### config.mk
export PLATFORM = sky130hd
export DESIGN_NAME = param_sync_ram_clr_flat
export DESIGN_NICKNAME = d
export VERILOG_FILES = /design/src/rtl/ram_pkg.sv /design/src/rtl/param_sync_ram_clr_if.sv /design/src/rtl/ram_clear_seq.sv /design/src/rtl/param_sync_ram_clr.sv /design/src/flat_wrapper.sv
export SDC_FILE = /design/constraint.sdc
export NUM_CORES = 1
export LEC_CHECK = 0
export CORE_MARGIN = 10
export CORE_UTILIZATION = 55
export DETAILED_ROUTE_END_ITERATION = 10
export PLACE_DENSITY = 0.75
export REMOVE_ABC_BUFFERS = 1
export SLEW_MARGIN = 20
export SYNTH_ARGS = -nofsm -noshare
export SYNTH_HDL_FRONTEND = slang
export SYNTH_HIERARCHICAL = 1
export SYNTH_SLANG_ARGS = --single-unit
### constraint.sdc
create_clock -name clock -period 2.7 [get_ports clock]
set_input_delay 0.675 -clock clock [delete_from_list [all_inputs] [get_ports clock]]
set_output_delay 0.675 -clock clock [all_outputs]
set_load 0.02 [all_outputs]
### src/rtl/ram_pkg.sv
// Shared definitions for the clearable simple-dual-port RAM: sweep FSM states,
// read-during-write mode constants and the read-result source selector.
package ram_pkg;

    typedef enum logic {
        ST_CLEAR = 1'b0,
        ST_READY = 1'b1
    } clr_state_t;

    localparam int RDW_OLD = 0;
    localparam int RDW_NEW = 1;

    // Which value the read stage presents; the array output itself is never reset.
    typedef enum logic [1:0] {
        SRC_ZERO = 2'd0,
        SRC_RAM  = 2'd1,
        SRC_CLR  = 2'd2,
        SRC_BYP  = 2'd3
    } rd_src_t;

    function automatic logic addr_ok(input logic [31:0] addr, input logic [31:0] depth);
        return addr < depth;
    endfunction

endpackage

### src/rtl/param_sync_ram_clr_if.sv
// Request/response bundle for param_sync_ram_clr: write port, read port and status.
interface param_sync_ram_clr_if #(
    parameter int DATA_W = 8,
    parameter int ADDR_W = 5
);
    logic              wr_en;
    logic [ADDR_W-1:0] wr_addr;
    logic [DATA_W-1:0] wr_data;
    logic              rd_en;
    logic [ADDR_W-1:0] rd_addr;
    logic [DATA_W-1:0] rd_data;
    logic              rd_valid;
    logic              busy;

    modport master (
        output wr_en, wr_addr, wr_data, rd_en, rd_addr,
        input  rd_data, rd_valid, busy
    );

    modport slave (
        input  wr_en, wr_addr, wr_data, rd_en, rd_addr,
        output rd_data, rd_valid, busy
    );
endinterface

### src/rtl/ram_clear_seq.sv
// Post-reset zero-fill sequencer: walks every address once, then parks in READY.
module ram_clear_seq #(
    parameter int ADDR_W = 5,
    parameter int DEPTH  = 32
) (
    input  logic              clock,
    input  logic              reset,
    output logic              o_busy,
    output logic              o_clr_we,
    output logic [ADDR_W-1:0] o_clr_addr
);
    import ram_pkg::*;

    localparam logic [ADDR_W-1:0] LAST_ADDR = ADDR_W'(DEPTH - 1);

    clr_state_t        r_state;
    clr_state_t        w_state_next;
    logic [ADDR_W-1:0] r_cnt;
    logic [ADDR_W-1:0] w_cnt_next;

    always_ff @(posedge clock) begin
        if (reset) begin
            r_state <= ST_CLEAR;
            r_cnt   <= '0;
        end else begin
            r_state <= w_state_next;
            r_cnt   <= w_cnt_next;
        end
    end

    always_comb begin
        w_state_next = r_state;
        w_cnt_next   = r_cnt;
        o_busy       = 1'b0;
        o_clr_we     = 1'b0;
        case (r_state)
            ST_CLEAR: begin
                o_busy   = 1'b1;
                // No array write while reset is held; the sweep restarts at 0 anyway.
                o_clr_we = !reset;
                if (r_cnt == LAST_ADDR) begin
                    w_state_next = ST_READY;
                    w_cnt_next   = '0;
                end else begin
                    w_cnt_next = r_cnt + 1'b1;
                end
            end
            ST_READY: begin
                w_state_next = ST_READY;
            end
            default: begin
                w_state_next = ST_CLEAR;
                w_cnt_next   = '0;
            end
        endcase
    end

    assign o_clr_addr = r_cnt;

endmodule

### src/rtl/param_sync_ram_clr.sv
// Simple-dual-port synchronous RAM with post-reset clear sweep, selectable
// read-during-write behaviour, optional output register and read-valid pulse.
module param_sync_ram_clr #(
    parameter int                DATA_W    = 8,
    parameter int                ADDR_W    = 5,
    parameter int                DEPTH     = 32,
    parameter int                RDW_NEW   = 0,
    parameter int                OUT_REG   = 0,
    parameter logic [DATA_W-1:0] CLEAR_VAL = '0
) (
    input  logic                  clock,
    input  logic                  reset,
    param_sync_ram_clr_if.slave   bus
);
    import ram_pkg::*;

    logic              w_busy;
    logic              w_clr_we;
    logic [ADDR_W-1:0] w_clr_addr;

    ram_clear_seq #(
        .ADDR_W (ADDR_W),
        .DEPTH  (DEPTH)
    ) u_clear_seq (
        .clock      (clock),
        .reset      (reset),
        .o_busy     (w_busy),
        .o_clr_we   (w_clr_we),
        .o_clr_addr (w_clr_addr)
    );

    logic              w_wr_ok;
    logic              w_rd_ok;
    logic              w_usr_we;
    logic              w_rd_acc;
    logic              w_rdw_hit;
    logic              w_mem_we;
    logic [ADDR_W-1:0] w_mem_waddr;
    logic [DATA_W-1:0] w_mem_wdata;

    assign w_wr_ok   = addr_ok(32'(bus.wr_addr), 32'(DEPTH));
    assign w_rd_ok   = addr_ok(32'(bus.rd_addr), 32'(DEPTH));
    assign w_usr_we  = !w_busy && bus.wr_en && w_wr_ok;
    assign w_rd_acc  = !w_busy && bus.rd_en;
    assign w_rdw_hit = (RDW_NEW == ram_pkg::RDW_NEW) && w_usr_we
                       && (bus.wr_addr == bus.rd_addr);

    // The sweep owns the write port while busy; user writes are masked then.
    assign w_mem_we    = w_clr_we || w_usr_we;
    assign w_mem_waddr = w_clr_we ? w_clr_addr : bus.wr_addr;
    assign w_mem_wdata = w_clr_we ? CLEAR_VAL  : bus.wr_data;

    logic [DATA_W-1:0] r_mem [DEPTH];
    logic [DATA_W-1:0] r_ram_q;

    always_ff @(posedge clock) begin
        if (w_mem_we) begin
            r_mem[w_mem_waddr] <= w_mem_wdata;
        end
        if (w_rd_acc && w_rd_ok) begin
            r_ram_q <= r_mem[bus.rd_addr];
        end
    end

    rd_src_t           r_src;
    logic [DATA_W-1:0] r_byp_data;
    logic              r_rd_hit;
    logic [DATA_W-1:0] w_stage_data;

    always_ff @(posedge clock) begin
        if (reset) begin
            r_src      <= SRC_ZERO;
            r_byp_data <= '0;
            r_rd_hit   <= 1'b0;
        end else begin
            r_rd_hit <= w_rd_acc;
            if (w_rd_acc) begin
                if (!w_rd_ok) begin
                    r_src <= SRC_CLR;
                end else if (w_rdw_hit) begin
                    r_src      <= SRC_BYP;
                    r_byp_data <= bus.wr_data;
                end else begin
                    r_src <= SRC_RAM;
                end
            end
        end
    end

    // Selector registers only move on an accepted read, so the result holds.
    always_comb begin
        w_stage_data = '0;
        case (r_src)
            SRC_ZERO: w_stage_data = '0;
            SRC_RAM:  w_stage_data = r_ram_q;
            SRC_CLR:  w_stage_data = CLEAR_VAL;
            SRC_BYP:  w_stage_data = r_byp_data;
            default:  w_stage_data = '0;
        endcase
    end

    generate
        if (OUT_REG != 0) begin : g_out_reg
            logic [DATA_W-1:0] r_out_data;
            logic              r_out_valid;

            always_ff @(posedge clock) begin
                if (reset) begin
                    r_out_data  <= '0;
                    r_out_valid <= 1'b0;
                end else begin
                    r_out_valid <= r_rd_hit;
                    if (r_rd_hit) begin
                        r_out_data <= w_stage_data;
                    end
                end
            end

            assign bus.rd_data  = r_out_data;
            assign bus.rd_valid = r_out_valid;
        end else begin : g_no_out_reg
            assign bus.rd_data  = w_stage_data;
            assign bus.rd_valid = r_rd_hit;
        end
    endgenerate

    assign bus.busy = w_busy;

endmodule
### src/flat_wrapper.sv
// flat-port wrapper written by rule: the top's interface ports become plain ports
module param_sync_ram_clr_flat import ram_pkg::*;
#(
    parameter int                DATA_W    = 8,
    parameter int                ADDR_W    = 5,
    parameter int                DEPTH     = 32,
    parameter int                RDW_NEW   = 0,
    parameter int                OUT_REG   = 0,
    parameter logic [DATA_W-1:0] CLEAR_VAL = '0
)
  (clock, reset, bus_wr_en, bus_wr_addr, bus_wr_data, bus_rd_en, bus_rd_addr, bus_rd_data, bus_rd_valid, bus_busy);
  param_sync_ram_clr_if #(.DATA_W(DATA_W), .ADDR_W(ADDR_W)) bus_i ();
  input  logic clock;
  input  logic reset;
  input wire logic [$bits(bus_i.wr_en)-1:0] bus_wr_en;
  input wire logic [$bits(bus_i.wr_addr)-1:0] bus_wr_addr;
  input wire logic [$bits(bus_i.wr_data)-1:0] bus_wr_data;
  input wire logic [$bits(bus_i.rd_en)-1:0] bus_rd_en;
  input wire logic [$bits(bus_i.rd_addr)-1:0] bus_rd_addr;
  output wire logic [$bits(bus_i.rd_data)-1:0] bus_rd_data;
  output wire logic [$bits(bus_i.rd_valid)-1:0] bus_rd_valid;
  output wire logic [$bits(bus_i.busy)-1:0] bus_busy;
  assign bus_i.wr_en = bus_wr_en;
  assign bus_i.wr_addr = bus_wr_addr;
  assign bus_i.wr_data = bus_wr_data;
  assign bus_i.rd_en = bus_rd_en;
  assign bus_i.rd_addr = bus_rd_addr;
  assign bus_rd_data = bus_i.rd_data;
  assign bus_rd_valid = bus_i.rd_valid;
  assign bus_busy = bus_i.busy;
  param_sync_ram_clr #(.DATA_W(DATA_W), .ADDR_W(ADDR_W), .DEPTH(DEPTH), .RDW_NEW(RDW_NEW), .OUT_REG(OUT_REG), .CLEAR_VAL(CLEAR_VAL)) u_core (.clock(clock), .reset(reset), .bus(bus_i));
endmodule
* Word level (Yosys, flattened, before mapping) *
Memories as Yosys holds them, arrays and structs flattened. A register that Yosys moved wholly into a read port is not among the register bits.
Index checks and enable logic that the tools add are counted.

storage, ports and cells
  flip-flop bits (word level) = 8
  bits in writable memories = 256
  bits of input ports = 22
  output and inout bits = 10
  logic and storage cells = 23
  memories = 1

operators by class
  add/subtract/negate cells = 1
  equal/unequal tests = 1
  muxes and demuxes = 10
  bitwise gates (word level) = 1
  reductions and logical operators = 5

memories
  name          words  bits a word  rd ports  clocked after Yosys merged registers in  wr ports  RTL line                  RTL
  u_core.r_mem  32     8            1         1                                        1         param_sync_ram_clr.sv:53  logic [DATA_W-1:0] r_mem [DEPTH];

operator list
  operator                                                        number
  8-bit one-hot mux with 2 select lines                           1
  5-bit two-way mux                                               2
  8-bit two-way mux                                               1
  5-bit by 1-bit adder with 5-bit output (second input constant)  1
  5-bit equality test (second input constant)                     1
  1-bit two-way mux                                               5
  1-bit logical AND                                               2
  2-bit zero test                                                 1
  1-bit one-hot mux with 2 select lines                           1
  1-bit zero test                                                 1
  1-bit logical OR                                                1
  1-bit inverter                                                  1

* Logic depth before layout (Yosys ltp) *
Gate-level depths: netlist (run 1).

  depth after elaboration = 5
  gate-level depth with buffers = 6
  mapped depth without buffers = 6

* Modules after synthesis *
Netlist (run 1), hierarchy kept.

by module, submodules not included
  module              instances  cells an instance  area an instance (µm²)  sequential area each (µm²)
  param_sync_ram_clr  1          455                10,403.7                7,967.6
  ram_clear_seq       1          30                 272.8                   120.1

* Least setup slack after synthesis (run 1) *
Ideal clock, no wire load.

  path kind = input -> register
  start point = input bus_rd_addr[2]
  end point = register u_core.r_ram_q[0] (read register of u_core.r_mem) (data pin)
  arrival = 2.357 ns
  data required time = 2.440 ns
  slack = 0.083 ns
  stages = 5
  path buffers = 2
  path through = clkbuf_1 -> clkbuf_1 -> mux4_2 -> mux4_2 -> mux2_2

RTL lines
  what             RTL line                  RTL
  start, declared  flat_wrapper.sv:19        input wire logic [$bits(bus_i.rd_addr)-1:0] bus_rd_addr;
  end, declared    param_sync_ram_clr.sv:54  logic [DATA_W-1:0] r_ram_q;

* Final worst setup path (run 1) *
  start point = register u_core.u_clear_seq.r_state
  end point = output bus_busy

on the way
  longest elaborated chain between the ends = 1

ends and longest elaborated chain
  what                    RTL line             RTL
  start, declared         ram_clear_seq.sv:16  clr_state_t r_state;
  start signal, assigned  ram_clear_seq.sv:26  r_state <= w_state_next;
  1-bit two-way mux       ram_clear_seq.sv:36  case (r_state)
  end, declared           flat_wrapper.sv:22   output wire logic [$bits(bus_i.busy)-1:0] bus_busy;

No other way between the ends.

==> metrics.yaml, run 1 <==
clocking:
  cts_buffer_depth: 3
  postCtsHoldBufs: 0
  tritoncts: "yes"
  cts.clk_slew.worst_paths_ns: 0.06
  cts-htree-levels: 1
  cts_buffers: 25
  cts_root_buf: "clkbuf_16"
  ctsResizeCount: 0
  clkSinkCount: 272
  cts_setup_buffers: 0
  clkLatencyLatePin_ns: 0.52
sta:
  period_share_pct: 91.0
  hold_violations: 0
  clock_skew_ns: 0.0142
  drv_slew: 0
  max_freq_mhz: 407
  relSlewSlack_pct: 55.3
  max_slew.worst_pin.slew_ns: 0.668
  rsz0062_at_grt: "false"
  setup_viol: 0
  fin_crit_ns: 2.46
cells_and_area:
  antenna_cells: 0
  stdcell_area_um2: 12600
  n_fill_cell: 1209
  mostFrequentLayoutCells: "264 x edfxtp_1, 80 x mux4_2, 57 x buf_4, 41 x nor2_1, 29 x clkdlybuf4s50_1"
  drive_gt1_share_pct: 32.9
  final_common_cell: "edfxtp_1"
  regArea_um2: 8090
  multiInputGateArea_um2: 2480
  syn2layout_area_growth_pct: 18.1
  layout.nets: 611
  fin_cells: 865
setup_path:
  cp-start-kind: "register"
  cp-end-kind: "primary output"
  crit_fanout: 10
  crit_type: "register to primary output"
  arrival_ns: 1.78
  worstPathRequired_ns: 2.03
yosys:
  yosysWarnings: 6
  postSynthAreaPerCell_um2: 22.0
  ys_types: 28
  synthMuxAreaShare_pct: 18.3
  syn_inst: 485
  synth_top_area_share_pct: 74.3
  netlist_area_um2: 10700
  yosys-top-cells-area: "edfxtp_1 74%, mux4_2 17%, dfxtp_1 1.5%"
  seq_area_frac_synth_pct: 75.8
  yosysTopAreaCell: "edfxtp_1"
  synth-compound-area-share_pct: 0.856
  synth_adder_area_share_pct: 0.234
  yosys.area_share.xor_xnor_pct: 0
  synthSimpleGateAreaFrac_pct: 3.68
  synth_top_family_by_area: "multiplexers"
  synth_seq_cells: 272
placed_design:
  place_inst: 820
  postPlaceCellArea_um2: 11800
  io_buffers: 31
  dp_hpwl_mm: 14.8
  gp_congestion: 0.845
pwr:
  cellPowerDensity_nw_per_um2: 685
  vdd_drop_max_mv: 0.466
  p_leak_nw: 4.11
route:
  wl_mm: 23.6
  firstDrtPassIters: 5
  drc_errors: 0
  wl_per_cell_um: 27.2
  vias: 5417
  vias_per_cell: 6.26
  initialDrtViolationCount: 670
  ant_nets: 0
global_route:
  grt_first_pass_wirelength_mm: 36.5
  antenna_found_initial: 0
  grt_pass1_vias: 5527
  track_usage_pct: 18.7
  grt-ovfl-total: 0
  grt_max_degree: 35
floorplan:
  core_area_um2: 18900
  die_area_um2: 25400
  die_w_um: 159
  row_count: 50
  initial_utilization_pct: 56.5
  die_h_um: 159
  pin_count: 32
outcome:
  status: "complete, no violations"
run:
  maxCapViolCount: 0
min_path:
  hold_path_class: "register to register"
## final cells by class
class / instances / area share, %
clock buffers: 31 / 5.14
clock inverters: 14 / 1.11
well taps: 260 / 2.58
multi-input cells: 190 / 19.7
flip-flops and latches: 272 / 64.1
repair buffers: 97 / 7.32
inverters: 1 / 0.0298
## per-layer routing
metal	GRT usage (%)	share of wire, %	vias to the layer above
met1	27.9	41	2826
met2	28.1	47	335
met3	3.67	10	35
li1	-	-	2221
met4	4.21	1.8	0
met5	0	0	-
## kinds of logic (layout without fill, tap and decap cells)
| group | Yosys count | count (layout) |
|---|---|---|
| and+or+nand+nor | 76 | 76 |
| adders and majority gates | 2 | 2 |
| AOI/OAI and AO/OA | 18 | 18 |
| DFF | 272 | 272 |
| buffers and inverters | 23 | 143 |
| muxes | 94 | 94 |
## through the flow
step | hold WS [ns] | TNS (ns) | util, % | setup WS [ns] | power, mW
2_1_floorplan | 0.490 | -4.54 | - | -0.0448 | 5.02
3_3_place_gp | 0.527 | -0.00499 | 62.6 | -0.00499 | 5.28
3_5_place_dp | 0.552 | -7.60 | 62.6 | -0.0769 | 5.30
4_1_cts | 0.563 | 0 | 66.8 | 0.227 | 8.68
5_1_grt | 0.594 | 0 | 66.8 | 0.139 | 8.88
6_report | 0.562 | 0 | 66.8 | 0.244 | 8.63
## state kept, by name, indices dropped and copies added (netlist names)
register	cells
u_core/u_clear_seq/r_state	1
u_core/u_clear_seq/o_clr_addr	5
u_core/r_src	1
u_core/r_mem	256
u_core/bus.rd_valid	1
u_core/r_ram_q	8
## power breakdown
group | internal (mW) | switching [mW] | leakage (nW)
logic | 0.251 | 0.276 | 1.25
clock network | 1.98 | 1.43 | 0.384
registers | 4.67 | 0.0150 | 2.48
total | 6.91 | 1.73 | 4.11
## critical path, stage by stage (launching register included)
cell             delay, ns
dfxtp_1               0.54
inv_1                 0.15
clkdlybuf4s50_1       0.57
## path summary, 6_finish.rpt
path / start / end / slack, ns / depth (start not counted)
min reg2reg: u_core/u_clear_seq/o_clr_addr[1] / u_core/u_clear_seq/o_clr_addr[3] / 0.56 / 2
min: u_core/u_clear_seq/o_clr_addr[1] / u_core/u_clear_seq/o_clr_addr[3] / 0.56 / 2
max: u_core/u_clear_seq/r_state / bus_busy / 0.24 / 2
max reg2reg: u_core/u_clear_seq/r_state / u_core/r_mem[25][2] / 0.43 / 7
## synth_stat cells
| cell type | n |
|---|---|
| nor2_1 | 41 |
| and3b_1 | 3 |
| nor3_2 | 1 |
| nand3b_1 | 1 |
| nor3_1 | 2 |
| a21oi_1 | 3 |
| mux4_2 | 80 |
| mux2_2 | 10 |
| dfxtp_1 | 8 |
| a31oi_1 | 1 |
| ha_1 | 2 |
| nor2b_1 | 11 |
| buf_1 | 5 |
| and2_1 | 9 |
| buf_4 | 6 |
| buf_6 | 2 |
| o21ai_1 | 4 |
| clkbuf_1 | 8 |
| buf_2 | 1 |
| nor3b_1 | 3 |
| nand4_1 | 1 |
| inv_1 | 1 |
| mux2i_1 | 4 |
| nor4bb_1 | 1 |
| nor4b_1 | 1 |
| edfxtp_1 | 264 |
| and3_1 | 2 |
| o21ai_0 | 10 |
Power figures use the tool's default switching activity.
==> run 2, diff against run 1 <==
--- a/config.mk
+++ b/config.mk
@@ -6,9 +6,9 @@
 export NUM_CORES = 1
 export LEC_CHECK = 0
 export CORE_MARGIN = 10
-export CORE_UTILIZATION = 55
+export CORE_UTILIZATION = 54
 export DETAILED_ROUTE_END_ITERATION = 10
-export PLACE_DENSITY = 0.75
+export PLACE_DENSITY = 0.71
 export REMOVE_ABC_BUFFERS = 1
 export SLEW_MARGIN = 20
 export SYNTH_ARGS = -nofsm -noshare
==> constraint.sdc (replaced) <==
create_clock -name clock -period 3 [get_ports clock]
set_input_delay 0.75 -clock clock [delete_from_list [all_inputs] [get_ports clock]]
set_output_delay 0.75 -clock clock [all_outputs]
set_load 0.02 [all_outputs]
==> run 2 against run 1 <==
Combinational power shrank 14%; worst setup slack improved by 0.18 ns; routed wire length decreased by 8.0%; register-to-register slack improved by 0.13 ns; hold slack worse by 0.010 ns; critical path type unchanged; global-route usage down 1.6 points; largest power group unchanged; final area down 0.29%; non-clock buffer count fell by 14.
==> metrics.yaml, run 2 (same netlist as run 1, synthesis figures left out) <==
min_path:
  hold_path_class: "register to register"  # unchanged
  hold_start: "u_core/r_src[0]"  # was u_core/u_clear_seq/o_clr_addr[1]
  hold_end: "u_core/r_src[0]"  # was u_core/u_clear_seq/o_clr_addr[3]
  hold_path_depth: 2  # unchanged
setup_path:
  arrival_ns: 1.82  # was 1.78 ns
  reg2reg_from: "u_core/u_clear_seq/r_state"  # unchanged
  reg2reg_setup_slack_ns: 0.56  # was 0.43 ns
  worstPathRequired_ns: 2.25  # was 2.03 ns
  cp-start-kind: "register"  # unchanged
  crit_fanout: 10  # unchanged
  reg2reg_depth: 6  # was 7
  critPathBufInv: 2  # unchanged
  crit_type: "register to primary output"  # unchanged
  path_cells: "inv_1 -> clkdlybuf4s50_1"  # unchanged
  critPathTopFamily: "buffers and inverters"  # unchanged
  max_stage_delay_ns: 0.58  # was 0.57 ns
  cp-end-kind: "primary output"  # unchanged
  rr_endpoint: "u_core/r_mem[2][3]"  # was u_core/r_mem[25][2]
  slowest_stage: "clkdlybuf4s50_1"  # unchanged
sta:
  setup_slack_ns: 0.426  # was 0.244 ns
  max_slew.worst_pin.slew_ns: 1.01  # was 0.668 ns
  max_freq_mhz: 388
  setup_viol: 0  # unchanged
  period_share_pct: 85.8
  rsz0062_at_grt: "false"  # unchanged
  drv_slew: 0  # unchanged
  relSlewSlack_pct: 31.9  # was 55.3%
  fin_setup_tns_ns: 0  # unchanged
  fin_crit_ns: 2.57
  clock_skew_ns: 0.0102  # was 0.0142 ns
  hold_violations: 0  # unchanged
  fin_hold_ws_ns: 0.551  # was 0.562 ns
global_route:
  antenna_found_initial: 0  # unchanged
  grt_first_pass_wirelength_mm: 33.4  # was 36.5 mm
  grt-ovfl-total: 0  # unchanged
  track_usage_pct: 17.1  # was 18.7%
  grt_pass1_vias: 5265  # was 5527
  grt_max_degree: 39  # was 35
cells_and_area:
  syn2layout_area_growth_pct: 17.8  # was 18.1%
  regMostFlops: "u_core/r_mem"  # unchanged
  regArea_um2: 8090  # unchanged
  layout.nets: 598  # was 611
  multiInputGateArea_um2: 2480  # unchanged
  largest_register_ff_count: 256  # unchanged
  final_common_cell: "edfxtp_1"  # unchanged
  n_fill_cell: 1226  # was 1209
  fin_cells: 859  # was 865
  drive_gt1_share_pct: 32.7  # was 32.9%
  antenna_cells: 0  # unchanged
  mostFrequentLayoutCells: "264 x edfxtp_1, 80 x mux4_2, 46 x buf_4, 41 x nor2_1, 29 x clkdlybuf4s50_1"  # was 264 x edfxtp_1, 80 x mux4_2, 57 x buf_4, 41 x nor2_1, 29 x clkdlybuf4s50_1
placed_design:
  place_inst: 811  # was 820
  dp_hpwl_mm: 13.8  # was 14.8 mm
  io_buffers: 31  # unchanged
  gp_congestion: 0.811  # was 0.845
  dpl_worst_slack_ns: 0.00992  # was -0.0769 ns
clocking:
  clkSinkCount: 272  # unchanged
  tritoncts: "yes"  # unchanged
  cts.clk_slew.worst_paths_ns: 0.06  # about the same
  cts-htree-levels: 1  # unchanged
  cts_buffers: 26  # was 25
  cts_root_buf: "clkbuf_16"  # unchanged
  clkLatencyLatePin_ns: 0.52  # about the same
  cts_buffer_depth: 3  # unchanged
  ctsResizeCount: 0  # unchanged
  postCtsHoldBufs: 0  # unchanged
  cts_setup_buffers: 0  # unchanged
route:
  wl_per_cell_um: 25.2  # was 27.2 um
  wl_mm: 21.7  # was 23.6 mm
  firstDrtPassIters: 5  # unchanged
  vias: 5215  # was 5417
  drc_errors: 0  # unchanged
  route.met2.wl_mm: 9.99  # was 11.0 mm
  met3RoutedLength_mm: 1.88  # was 2.36 mm
  ant_nets: 0  # unchanged
  vias_per_cell: 6.07  # was 6.26
  initialDrtViolationCount: 428  # was 670
  met1Wirelength_mm: 9.25  # was 9.74 mm
  top_layer: "met4"  # unchanged
pwr:
  internal-power_mw: 6.40  # was 6.91 mW
  p_sw_mw: 1.59  # was 1.73 mW
  pwr-share-clk_pct: 41.6  # was 39.6%
  p_leak_nw: 4.08  # was 4.11 nW
  swShare_pct: 19.9  # was 20.0%
  p_comb_share_pct: 5.6  # was 6.1%
  seqPwrFrac_pct: 52.8  # was 54.3%
  cellPowerDensity_nw_per_um2: 636  # was 685 nW/um^2
  vdd_drop_max_mv: 0.445  # was 0.466 mV
floorplan:
  initial_utilization_pct: 54.9  # was 56.5%
  die_h_um: 161  # was 159 um
  die_area_um2: 25800  # was 25400 um^2
  row_count: 51  # was 50
  core_area_um2: 19500  # was 18900 um^2
  die_w_um: 161  # was 159 um
  pin_count: 32  # unchanged
run:
  maxCapViolCount: 0  # unchanged
outcome:
  status: "complete, no violations"  # unchanged
[run 2: cell count changes in the layout (fill, tap and decap cells not counted), sizes merged]
| cell | delta |
|---|---|
| buf | -14 |
| bufinv | +1 |
| clkbuf | -2 |
| clkinv | +1 |
| clkinvlp | +2 |
| inv | +1 |
[run 2: per-layer routing]
metal	track usage [%]	up-vias
met5	0	-
met1	25.2	2709
met2	25.5	259
met4	5.55	0
li1	-	2207
met3	2.89	40
[run 2: cell type report]
| cell class | count | area share (%) |
|---|---|---|
| sequential | 272 | 64.3 |
| multi-input combinational | 190 | 19.7 |
| timing repair buffer | 83 | 6.21 |
| clock buffer | 29 | 5.43 |
| tap | 265 | 2.64 |
| clock inverter | 19 | 1.63 |
| inverter | 1 | 0.0298 |
[run 2: power groups by stage]
stage | Sequential (mW) | Combinational [mW] | Clock, mW
2_1_floorplan | 4.30 | 0.219 | 0
3_3_place_gp | 4.30 | 0.443 | 0
3_5_place_dp | 4.30 | 0.452 | 0
4_1_cts | 4.22 | 0.454 | 3.37
5_1_grt | 4.22 | 0.482 | 3.52
6_report | 4.22 | 0.451 | 3.32
[run 2: how the worst max path moves through the flow]
stage | from | to | slack [ns] | cells after the start
5_1_grt | u_core/u_clear_seq/r_state | bus_busy | 0.33 | 2
3_5_place_dp | reset | u_core/r_mem[11][6] | 0.01 | 7
4_1_cts | u_core/u_clear_seq/r_state | bus_busy | 0.43 | 2
3_3_place_gp | reset | u_core/r_mem[31][6] | 0.01 | 7
2_1_floorplan | reset | u_core/r_mem[18][0] | 0.18 | 4
6_report | u_core/u_clear_seq/r_state | bus_busy | 0.43 | 2
[run 2: metrics by stage]
| stage | total power, mW | utilization [%] | instance area, um^2 |
|---|---|---|---|
| after floorplan | 4.52 | - | 10600 |
| after global placement | 4.74 | 60.1 | 11700 |
| after detailed placement | 4.75 | 60.1 | 11700 |
| after CTS | 8.04 | 64.6 | 12600 |
| after global routing | 8.22 | 64.6 | 12600 |
| final | 8.00 | 64.6 | 12600 |
[run 2: worst reg2reg max path, cell delays in order, from the launching register on]
cell and delay [ns]:
dfxtp_1 0.55, nor2_1 0.14, buf_12 0.18, and2_1 0.15, o21ai_1 0.79, nor2_1 0.15, buf_4 0.22
==> run 3, diff against run 2 <==
--- a/config.mk
+++ b/config.mk
@@ -5,8 +5,10 @@
 export SDC_FILE = /design/constraint.sdc
 export NUM_CORES = 1
 export LEC_CHECK = 0
+export CORE_ASPECT_RATIO = 2
 export CORE_MARGIN = 10
 export CORE_UTILIZATION = 54
+export CTS_CLUSTER_SIZE = 24
 export DETAILED_ROUTE_END_ITERATION = 10
 export PLACE_DENSITY = 0.71
 export REMOVE_ABC_BUFFERS = 1
@@ -15,3 +17,4 @@
 export SYNTH_HDL_FRONTEND = slang
 export SYNTH_HIERARCHICAL = 1
 export SYNTH_SLANG_ARGS = --single-unit
+export TNS_END_PERCENT = 1
==> run 3 against run 2 <==
Final cell count decreased by 0.47%; combinational power increased by 4%; clock-buffer cell count decreased by 3; total power decreased by 4.9%; hold slack improved by 0.031 ns; sequential power about the same; sequential share of layout area increased by 0.26 points; register-to-register slack got worse by 0.06 ns; maximum frequency decreased by 3.6%; first-iteration DRC count decreased by 11%; critical path depth unchanged; largest cell class unchanged; largest power group unchanged; highest routed layer unchanged.
==> metrics.yaml, run 3 (same netlist as run 1, synthesis figures left out) <==
setup_path:
  crit_fanout: 9  # was 10
  arrival_ns: 1.92  # was 1.82 ns
  reg2reg_depth: 6  # unchanged
  cp-end-kind: "primary output"  # unchanged
  path_cells: "and2_1 -> clkdlybuf4s50_1"  # was inv_1 -> clkdlybuf4s50_1
  worstPathRequired_ns: 2.25  # about the same
  cp-start-kind: "register"  # unchanged
  reg2reg_setup_slack_ns: 0.50  # was 0.56 ns
  max_stage_delay_ns: 0.61  # was 0.58 ns
  rr_endpoint: "u_core/r_mem[22][1]"  # was u_core/r_mem[2][3]
  crit_type: "register to primary output"  # unchanged
  reg2reg_from: "u_core/u_clear_seq/r_state"  # unchanged
  slowest_stage: "clkdlybuf4s50_1"  # unchanged
route:
  vias: 5107  # was 5215
  drc_errors: 0  # unchanged
  initialDrtViolationCount: 381  # was 428
  firstDrtPassIters: 4  # was 5
  wl_per_cell_um: 27.3  # was 25.2 um
  vias_per_cell: 5.97  # was 6.07
  ant_nets: 0  # unchanged
  wl_mm: 23.3  # was 21.7 mm
sta:
  setup_slack_ns: 0.330  # was 0.426 ns
  relSlewSlack_pct: 29.5  # was 31.9%
  fin_crit_ns: 2.67  # was 2.57 ns
  drv_slew: 0  # unchanged
  rsz0062_at_grt: "false"  # unchanged
  fin_setup_tns_ns: 0  # unchanged
  max_freq_mhz: 375  # was 388 MHz
  fin_hold_ws_ns: 0.582  # was 0.551 ns
  hold_violations: 0  # unchanged
  clock_skew_ns: 0.0209  # was 0.0102 ns
  period_share_pct: 89.0  # was 85.8%
  setup_viol: 0  # unchanged
  max_slew.worst_pin.slew_ns: 1.05  # was 1.01 ns
clocking:
  clkSinkCount: 272  # unchanged
  cts_buffers: 22  # was 26
  cts_root_buf: "clkbuf_16"  # unchanged
  cts_setup_buffers: 0  # unchanged
  ctsResizeCount: 0  # unchanged
  cts_buffer_depth: 3  # unchanged
  cts-htree-levels: 1  # unchanged
  clkLatencyLatePin_ns: 0.51  # was 0.52 ns
  tritoncts: "yes"  # unchanged
  postCtsHoldBufs: 0  # unchanged
  cts.clk_slew.worst_paths_ns: 0.07  # was 0.06 ns
global_route:
  track_usage_pct: 18.3  # was 17.1%
  grtUsageMet3_pct: 1.85  # was 2.89%
  use_met2_pct: 36.6  # was 25.5%
  grt_pass1_vias: 5621  # was 5265
  use_met1_pct: 18.4  # was 25.2%
  grt_first_pass_wirelength_mm: 35.4  # was 33.4 mm
  grt_max_degree: 33  # was 39
  antenna_found_initial: 0  # unchanged
  grt-ovfl-total: 0  # unchanged
  grt.busiest_layer: "met2"  # unchanged
pwr:
  vdd_drop_max_mv: 0.512  # was 0.445 mV
  cellPowerDensity_nw_per_um2: 607  # was 636 nW/um^2
  p_leak_nw: 4.07  # was 4.08 nW
min_path:
  hold_path_class: "register to register"  # unchanged
  hold_end: "u_core/u_clear_seq/o_clr_addr[2]"  # was u_core/r_src[0]
  hold_path_depth: 2  # unchanged
  hold_start: "u_core/u_clear_seq/o_clr_addr[2]"  # was u_core/r_src[0]
placed_design:
  io_buffers: 31  # unchanged
  gp_congestion: 0.825  # was 0.811
  dp_hpwl_mm: 16.7  # was 13.8 mm
  dpl_worst_slack_ns: -0.111  # was 0.00992 ns
  place_inst: 815  # was 811
floorplan:
  initial_utilization_pct: 55.1  # was 54.9%
  core_area_um2: 19400  # was 19500 um^2
  pin_count: 32  # unchanged
  row_count: 72  # was 51
  die_area_um2: 26100  # was 25800 um^2
  die_w_um: 119  # was 161 um
  die_h_um: 219  # was 161 um
cells_and_area:
  regMostFlops: "u_core/r_mem"  # unchanged
  layout.nets: 604  # was 598
  final_common_cell: "edfxtp_1"  # unchanged
  syn2layout_area_growth_pct: 17.3  # was 17.8%
  mostFrequentLayoutCells: "264 x edfxtp_1, 80 x mux4_2, 54 x buf_4, 41 x nor2_1, 29 x clkdlybuf4s50_1"  # was 264 x edfxtp_1, 80 x mux4_2, 46 x buf_4, 41 x nor2_1, 29 x clkdlybuf4s50_1
  drive_gt1_share_pct: 33.2  # was 32.7%
  n_fill_cell: 1284  # was 1226
  fin_cells: 855  # was 859
  post-route-util_pct: 64.7  # was 64.6%
  antenna_cells: 0  # unchanged
  largest_register_ff_count: 256  # unchanged
outcome:
  status: "complete, no violations"  # unchanged
run:
  maxCapViolCount: 0  # unchanged
-- run 3: through the flow --
step / instance area, um^2 / power (mW)
after floorplan: 10600 / 4.52
after global placement: 11800 / 4.77
after detailed placement: 11800 / 4.78
after CTS: 12500 / 7.66
after global routing: 12500 / 7.83
final: 12500 / 7.60
-- run 3: area by class of cell --
| class | count | area (um^2) | area share, % |
|---|---|---|---|
| Multi-Input combinational cell | 190 | 2490 | 19.9 |
| Tap cell | 259 | 324 | 2.59 |
| Sequential cell | 272 | 8090 | 64.6 |
| Clock inverter | 14 | 149 | 1.19 |
| Inverter | 1 | 3.75 | 0.0300 |
| Timing Repair Buffer | 93 | 881 | 7.03 |
| Clock buffer | 26 | 587 | 4.68 |
-- run 3: worst max-delay path by stage --
stage / endpoint / slack, ns / from
2_1_floorplan: u_core/r_mem[18][0] / 0.18 / reset
6_report: bus_rd_data[0] / 0.33 / u_core/r_src[0]
5_1_grt: bus_rd_data[1] / 0.27 / u_core/r_src[0]
3_5_place_dp: u_core/r_mem[15][3] / -0.11 / reset
3_3_place_gp: u_core/r_mem[11][7] / -0.06 / reset
4_1_cts: bus_rd_data[0] / 0.30 / u_core/r_src[0]
-- run 3: power by group --
group / switching, mW / internal (mW) / total, mW / leakage (nW)
registers: 0.0141 / 4.20 / 4.22 / 2.48
clock network: 1.25 / 1.66 / 2.92 / 0.364
logic: 0.248 / 0.221 / 0.469 / 1.23
-- run 3: per-layer routing --
layer	routed length, um	vias to the layer above
met4	941	0
met5	0	-
met3	871	44
li1	-	2205
met1	7540	2702
met2	14000	156
-- run 3: worst max-delay path, delay by kind of cell, from the launching register on --
family,cells,cell delay (ns)
buf+inv,1,0.61
simple gates,1,0.22
flops,1,0.59
